<file path="src/rtl/aes_inv_key_sched_ctrl.sv">
// Sequencer for the word-serial inverse AES-128 key expansion.
// Walks the datapath through steps 0..4*(NR+1)-1. Each group of four steps
// fills one half of a two-entry ping-pong round-key store. Completed round
// keys (round NR down to 0) are offered to the inverse-cipher round datapath
// over a valid/ack handshake. Expansion stalls at a group boundary while the
// target half is still held by the consumer.
module aes_inv_key_sched_ctrl #(
    parameter int NR     = 10,
    parameter int STEP_W = 6
) (
    input  logic              clk,
    input  logic              reset,
    input  logic              start,
    input  logic              abort,
    output logic              step_en,
    output logic [STEP_W-1:0] step_idx,
    output logic              rk_valid,
    output logic              rk_sel,
    output logic [3:0]        rk_round,
    input  logic              rk_ack,
    output logic              busy,
    output logic              done
);

    localparam int                TOTAL_STEPS = 4 * (NR + 1);
    localparam logic [STEP_W-1:0] LAST_STEP   = STEP_W'(TOTAL_STEPS - 1);
    localparam logic [3:0]        OUT_ALL     = 4'(NR + 1);
    localparam logic [3:0]        ROUND_TOP   = 4'(NR);

    typedef enum logic [1:0] {
        S_IDLE  = 2'd0,
        S_RUN   = 2'd1,
        S_DRAIN = 2'd2
    } state_t;

    state_t            state_q, state_d;
    logic [STEP_W-1:0] step_cnt_q, step_cnt_d;
    logic [1:0]        buf_full_q, buf_full_d;
    logic              head_q, head_d;
    logic [3:0]        out_cnt_q, out_cnt_d;

    // Decoded view of the current step.
    logic grp_buf;     // target half for the current group (g[0])
    logic grp_first;   // first step of a group: the only place a stall can occur
    logic grp_last;    // last step of a group: completes the round key
    logic stall;
    logic ack_fire;
    logic last_step;
    logic all_out;

    // Step issue and consumer-side outputs, all from registered state only.
    always_comb begin
        grp_buf   = step_cnt_q[2];
        grp_first = (step_cnt_q[1:0] == 2'b00);
        grp_last  = (step_cnt_q[1:0] == 2'b11);
        last_step = (step_cnt_q == LAST_STEP);
        stall     = grp_first && buf_full_q[grp_buf];

        step_en   = (state_q == S_RUN) && !stall;
        step_idx  = step_cnt_q;

        rk_valid  = buf_full_q[head_q];
        rk_sel    = head_q;
        rk_round  = ROUND_TOP - out_cnt_q;
        ack_fire  = rk_valid && rk_ack;

        all_out   = (out_cnt_q == OUT_ALL);
        busy      = (state_q != S_IDLE);
        // Round 0 was acked on the previous edge; pulse once, then go idle.
        done      = (state_q == S_DRAIN) && all_out;
    end

    // Next-state: step counting, buffer fill/free and the control FSM.
    always_comb begin
        state_d    = state_q;
        step_cnt_d = step_cnt_q;
        buf_full_d = buf_full_q;
        head_d     = head_q;
        out_cnt_d  = out_cnt_q;

        // The consumer frees the offered half regardless of expansion progress.
        if (ack_fire) begin
            buf_full_d[head_q] = 1'b0;
            head_d             = ~head_q;
            out_cnt_d          = out_cnt_q + 4'd1;
        end

        case (state_q)
            S_IDLE: begin
                step_cnt_d = '0;
                buf_full_d = 2'b00;
                head_d     = 1'b0;
                out_cnt_d  = 4'd0;
                if (start && !abort) begin
                    state_d = S_RUN;
                end
            end

            S_RUN: begin
                if (step_en) begin
                    // The half being filled is never the one being acked,
                    // so the set cannot collide with the clear above.
                    if (grp_last) begin
                        buf_full_d[grp_buf] = 1'b1;
                    end
                    if (last_step) begin
                        state_d = S_DRAIN;
                    end else begin
                        step_cnt_d = step_cnt_q + STEP_W'(1);
                    end
                end
            end

            S_DRAIN: begin
                if (all_out) begin
                    state_d    = S_IDLE;
                    step_cnt_d = '0;
                    buf_full_d = 2'b00;
                    head_d     = 1'b0;
                    out_cnt_d  = 4'd0;
                end
            end

            default: begin
                state_d = S_IDLE;
            end
        endcase

        // Cancel drops every pending key and returns to idle without done.
        if (abort && (state_q != S_IDLE)) begin
            state_d    = S_IDLE;
            step_cnt_d = '0;
            buf_full_d = 2'b00;
            head_d     = 1'b0;
            out_cnt_d  = 4'd0;
        end
    end

    // State register with asynchronous active-high clear.
    always_ff @(posedge clk or posedge reset) begin
        if (reset) begin
            state_q    <= S_IDLE;
            step_cnt_q <= '0;
            buf_full_q <= 2'b00;
            head_q     <= 1'b0;
            out_cnt_q  <= 4'd0;
        end else begin
            state_q    <= state_d;
            step_cnt_q <= step_cnt_d;
            buf_full_q <= buf_full_d;
            head_q     <= head_d;
            out_cnt_q  <= out_cnt_d;
        end
    end

endmodule
</file>
<file path="config.mk">
export PLATFORM = sky130hd
export DESIGN_NAME = aes_inv_key_sched_ctrl
export DESIGN_NICKNAME = d
export VERILOG_FILES = /design/src/rtl/aes_inv_key_sched_ctrl.sv
export SDC_FILE = /design/constraint.sdc
export NUM_CORES = 1
export LEC_CHECK = 0
export CORE_ASPECT_RATIO = 1.2
export CORE_MARGIN = 4
export CORE_UTILIZATION = 45
export DETAILED_ROUTE_END_ITERATION = 12
export PLACE_DENSITY = 0.79
export SLEW_MARGIN = 15
export SYNTH_ARGS = -nofsm -noshare
export SYNTH_HDL_FRONTEND = slang
export SYNTH_SLANG_ARGS = --single-unit
</file>
<file path="constraint.sdc">
create_clock -name clk -period 1.95 [get_ports clk]
set_clock_uncertainty 0.2 [all_clocks]
set_input_delay 0.195 -clock clk [delete_from_list [all_inputs] [get_ports clk]]
set_output_delay 0.195 -clock clk [all_outputs]
set_load 0.005 [all_outputs]
</file>
==> impl_metrics.py <==
metrics = {
    "outcome": {
        "run_status": "finished clean",
    },
    "synth": {
        "synth-simple-area-share_pct": 18.6,
        "post_synth_xor_xnor_area_pct": 4.01,
        "postSynthRegisterBits": 15,
        "synth.net_count": 127,
        "ys_types": 39,
        "yosysMostFrequentCell": "sky130_fd_sc_hd__dfrtp_1",
        "syn-mean-instance-area_um2": 9.49,
        "post_synth_most_frequent_cells": "15 x sky130_fd_sc_hd__dfrtp_1, 12 x sky130_fd_sc_hd__inv_1, 10 x sky130_fd_sc_hd__o21ai_0, 7 x sky130_fd_sc_hd__ha_1, 7 x sky130_fd_sc_hd__nand2_1",
        "synth.cell_area_um2": 1090,
        "yosys-mux-area-fraction_pct": 3.44,
        "yosysWarnings": 0,
        "seq_area_frac_synth_pct": 34.4,
        "yosys_most_used_dff": "sky130_fd_sc_hd__dfrtp_1",
        "synthTopCellsByArea": "sky130_fd_sc_hd__dfrtp_1 34%, sky130_fd_sc_hd__ha_1 8.0%, sky130_fd_sc_hd__a2111oi_4 5.0%, sky130_fd_sc_hd__o21ai_0 4.6%, sky130_fd_sc_hd__inv_1 4.1%",
        "post_synthesis_share_of_cell_area_spent_on_full_adders_half_adders_and_majority_gates_pct": 8.03,
        "synth_edf_count": 0,
        "synth_top_area_share_pct": 34.4,
        "synth_top_family_by_area": "compound AO/OA/AOI/OAI gates",
        "synth-compound-area-share_pct": 25.7,
        "ys_async_sr_fraction_pct": 100,
        "synthDominantAreaCellType": "sky130_fd_sc_hd__dfrtp_1",
        "post_synth_inst_count": 115,
    },
    "power": {
        "sw_frac_of_total_pct": 38.2,
        "switching_power_w": 0.000481,
        "power.share.sequential_pct": 28.7,
        "p_int_w": 0.000778,
        "clock_network_fraction_of_design_power_pct": 14.7,
        "worst_ir_drop_vdd_uv": 596,
        "gate_power_share_pct": 56.6,
        "total_power_per_unit_cell_area_nw_per_um2": 785,
        "leakage_nw": 0.752,
    },
    "cts": {
        "cts.sinks": 15,
        "inserted_clock_buffers": 3,
        "clk_root_buffer_cell": "sky130_fd_sc_hd__clkbuf_4",
        "clkLatencyLatePin_ps": 300,
        "cts-htree-levels": 1,
        "tritoncts_clock_tree": "yes",
        "clk_pin_slew_ps": 90,
        "clock_tree.buffer_depth": 2,
    },
    "timing": {
        "achievable_frequency_mhz": 528,
        "fin_ws_ps": 56.1,
        "post-route-period-util_pct": 97.1,
        "timing.slew.headroom_pct": 61.8,
        "finalMaxSlewViolations": 0,
        "hold_violations": 0,
        "post-route-min-period_ps": 1890,
        "finalSetupViolCount": 0,
        "worst_slew_pin_slew_ps": 573,
    },
    "global_routing": {
        "groute.layer.met3.usage_pct": 3.34,
        "grtUsageMet1_pct": 21.6,
        "grt_antenna_before_repair": 0,
        "maximum_number_of_pins_on_one_net_before_global_route_repair": 16,
        "gr-total-overflow": 0,
        "busiest_layer": "met2",
        "first_global_vias": 1154,
        "grt_use_met2_pct": 40.8,
        "grt_pass1_wl_um": 4990,
        "grt_util_all_layers_pct": 20.6,
    },
    "worst_setup_path": {
        "rr_worst_depth": 5,
        "cp.required_ps": 1940,
        "slowest_stage": "sky130_fd_sc_hd__a2111oi_4",
        "critical_path.endpoint_type": "flop",
        "crit_chain": "buf_4, mux2_4, a2111oi_4, o21ai_0, a2bb2oi_1",
        "timing.rr.end": "state_q[0]",
        "crit_start": "buf_full_q[0]",
        "critical_path.max_fanout": 3,
        "endpoint_of_the_worst_setup_timing_path": "state_q[0]",
        "timing.critical_path.slowest_cell_delay_ps": 420,
        "rr_startpoint": "buf_full_q[0]",
        "path_class": "flop to flop",
        "timing.critical_path.arrival_ps": 1880,
        "timing.reg2reg.setup_slack_ps": 60,
        "timing.critical_path.from_type": "flop",
    },
    "finish": {
        "multi_input_logic_area_um2": 723,
        "antennaDiodeCount": 0,
        "layout-drive-gt1-share_pct": 31.1,
        "nNetsFinal": 174,
        "instances_no_fill": 192,
        "ff_latch_area_um2": 375,
        "final_util_pct": 69.6,
        "fillers": 191,
        "area.growth.synth_to_final_pct": 47.0,
    },
    "routing": {
        "routed-via-count": 1075,
        "drt_drc_violations_left": 0,
        "vias_per_cell": 5.60,
        "first_iter_violations": 22,
        "routed_wire_length_per_instance_um": 15.4,
        "number_of_nets_still_failing_antenna_checks_after_routing": 0,
        "detailed_routing_iterations_pass_1": 4,
        "drt_wl_total_um": 2960,
    },
    "placement": {
        "gp_congestion": 0.927,
        "post-dp-hpwl_um": 2220,
        "post_place_setup_slack_ps": 8.16,
        "io_buffers": 19,
        "numPlacedInstances": 183,
    },
    "die": {
        "row_count": 19,
        "die_area_um2": 3280,
        "initial_core_utilization_pct": 47.3,
        "die_w_um": 53.0,
        "core_area_um2": 2310,
        "floorplan.die.height_um": 61.9,
        "boundary_pin_count": 20,
    },
    "run": {
        "max-cap-violations": 0,
    },
    "min_path": {
        "min_path_type": "input pin to asynchronous set/reset pin",
    },
}
-- registers in the layout, indices dropped and copies added, names as in the netlist --
register    flops
step_idx        6
out_cnt_q       4
buf_full_q      2
state_q         2
rk_sel          1
-- critical path, delay by kind of cell (launching register included) --
kind | cells | cell delay (ps)
AO/OA/AOI/OAI | 3 | 760
multiplexers | 1 | 310
flip-flops | 1 | 390
buffers and inverters | 1 | 130
-- worst min path at each step --
stage,from,endpoint,depth (start not counted)
global route,reset,out_cnt_q[1],2
floorplan,reset,buf_full_q[0],1
detailed placement,rk_sel,rk_sel,1
global placement,state_q[0],state_q[0],2
finish,reset,buf_full_q[0],2
CTS,reset,buf_full_q[0],2
-- layer usage --
metal | share of wire (%) | vias to the layer above
li1 | - | 512
met4 | 1.6 | 0
met5 | 0 | -
met2 | 55 | 32
met1 | 40 | 524
met3 | 3.4 | 7
-- cell type report --
type	count	share of cell area [%]
multi-input cells	85	45.1
repair buffers	45	24.6
well taps	31	2.42
flip-flops and latches	15	23.4
inverters	12	2.81
clock buffers	4	1.64
-- repair_timing --
item / 4_1_cts / 5_1_grt
setup endpoints to repair: 7 / 12
pin swaps: 0 / 2
gates resized for setup: 13 / 17
hold buffers: 0 / 0
setup buffers: 3 / 2
-- stage by stage --
step                area (um^2)  hold slack, ps  power [W]  setup TNS, ps
floorplan                  1090            -104   0.000700              0
global placement           1460             361   0.000976              0
detailed placement         1460             374   0.000999              0
CTS                        1540            84.9    0.00120           -174
global route               1600             109    0.00134          -65.3
finish                     1600            54.8    0.00126              0
-- power by group through the flow --
stage                     sequential [W]  combinational (W)  clock (W)
final                           0.000361           0.000712   0.000185
after CTS                       0.000361           0.000655   0.000184
after global placement          0.000364           0.000612          0
after global routing            0.000367           0.000774   0.000203
after detailed placement        0.000366           0.000633          0
after floorplan                 0.000374           0.000326          0
-- layout by cell type, fill, tap and decap left out, types with 2 or more instances in the layout --
cell / instances
sky130_fd_sc_hd__a2111oi_4: 2
sky130_fd_sc_hd__a21oi_1: 3
sky130_fd_sc_hd__a22o_1: 4
sky130_fd_sc_hd__and3_1: 2
sky130_fd_sc_hd__buf_4: 23
sky130_fd_sc_hd__buf_6: 3
sky130_fd_sc_hd__clkbuf_4: 3
sky130_fd_sc_hd__clkdlybuf4s50_1: 12
sky130_fd_sc_hd__dfrtp_1: 15
sky130_fd_sc_hd__dlygate4sd2_1: 3
sky130_fd_sc_hd__dlymetal6s2s_1: 3
sky130_fd_sc_hd__ha_1: 3
sky130_fd_sc_hd__ha_4: 3
sky130_fd_sc_hd__inv_1: 11
sky130_fd_sc_hd__mux2_2: 2
sky130_fd_sc_hd__nand2_1: 6
sky130_fd_sc_hd__nand2b_1: 2
sky130_fd_sc_hd__nand3_1: 4
sky130_fd_sc_hd__nand4_1: 3
sky130_fd_sc_hd__nor2_1: 5
sky130_fd_sc_hd__nor3_1: 3
sky130_fd_sc_hd__o21ai_0: 8
sky130_fd_sc_hd__o21ai_1: 4
sky130_fd_sc_hd__xor2_1: 5
-- cell families after synthesis --
group           after synthesis
buf+inv                      15
fa+ha+maj                     7
compound gates               35
flops                        15
mux                           3
simple gates                 35
xor+xnor                      5
(Power assumes the default switching activity.)
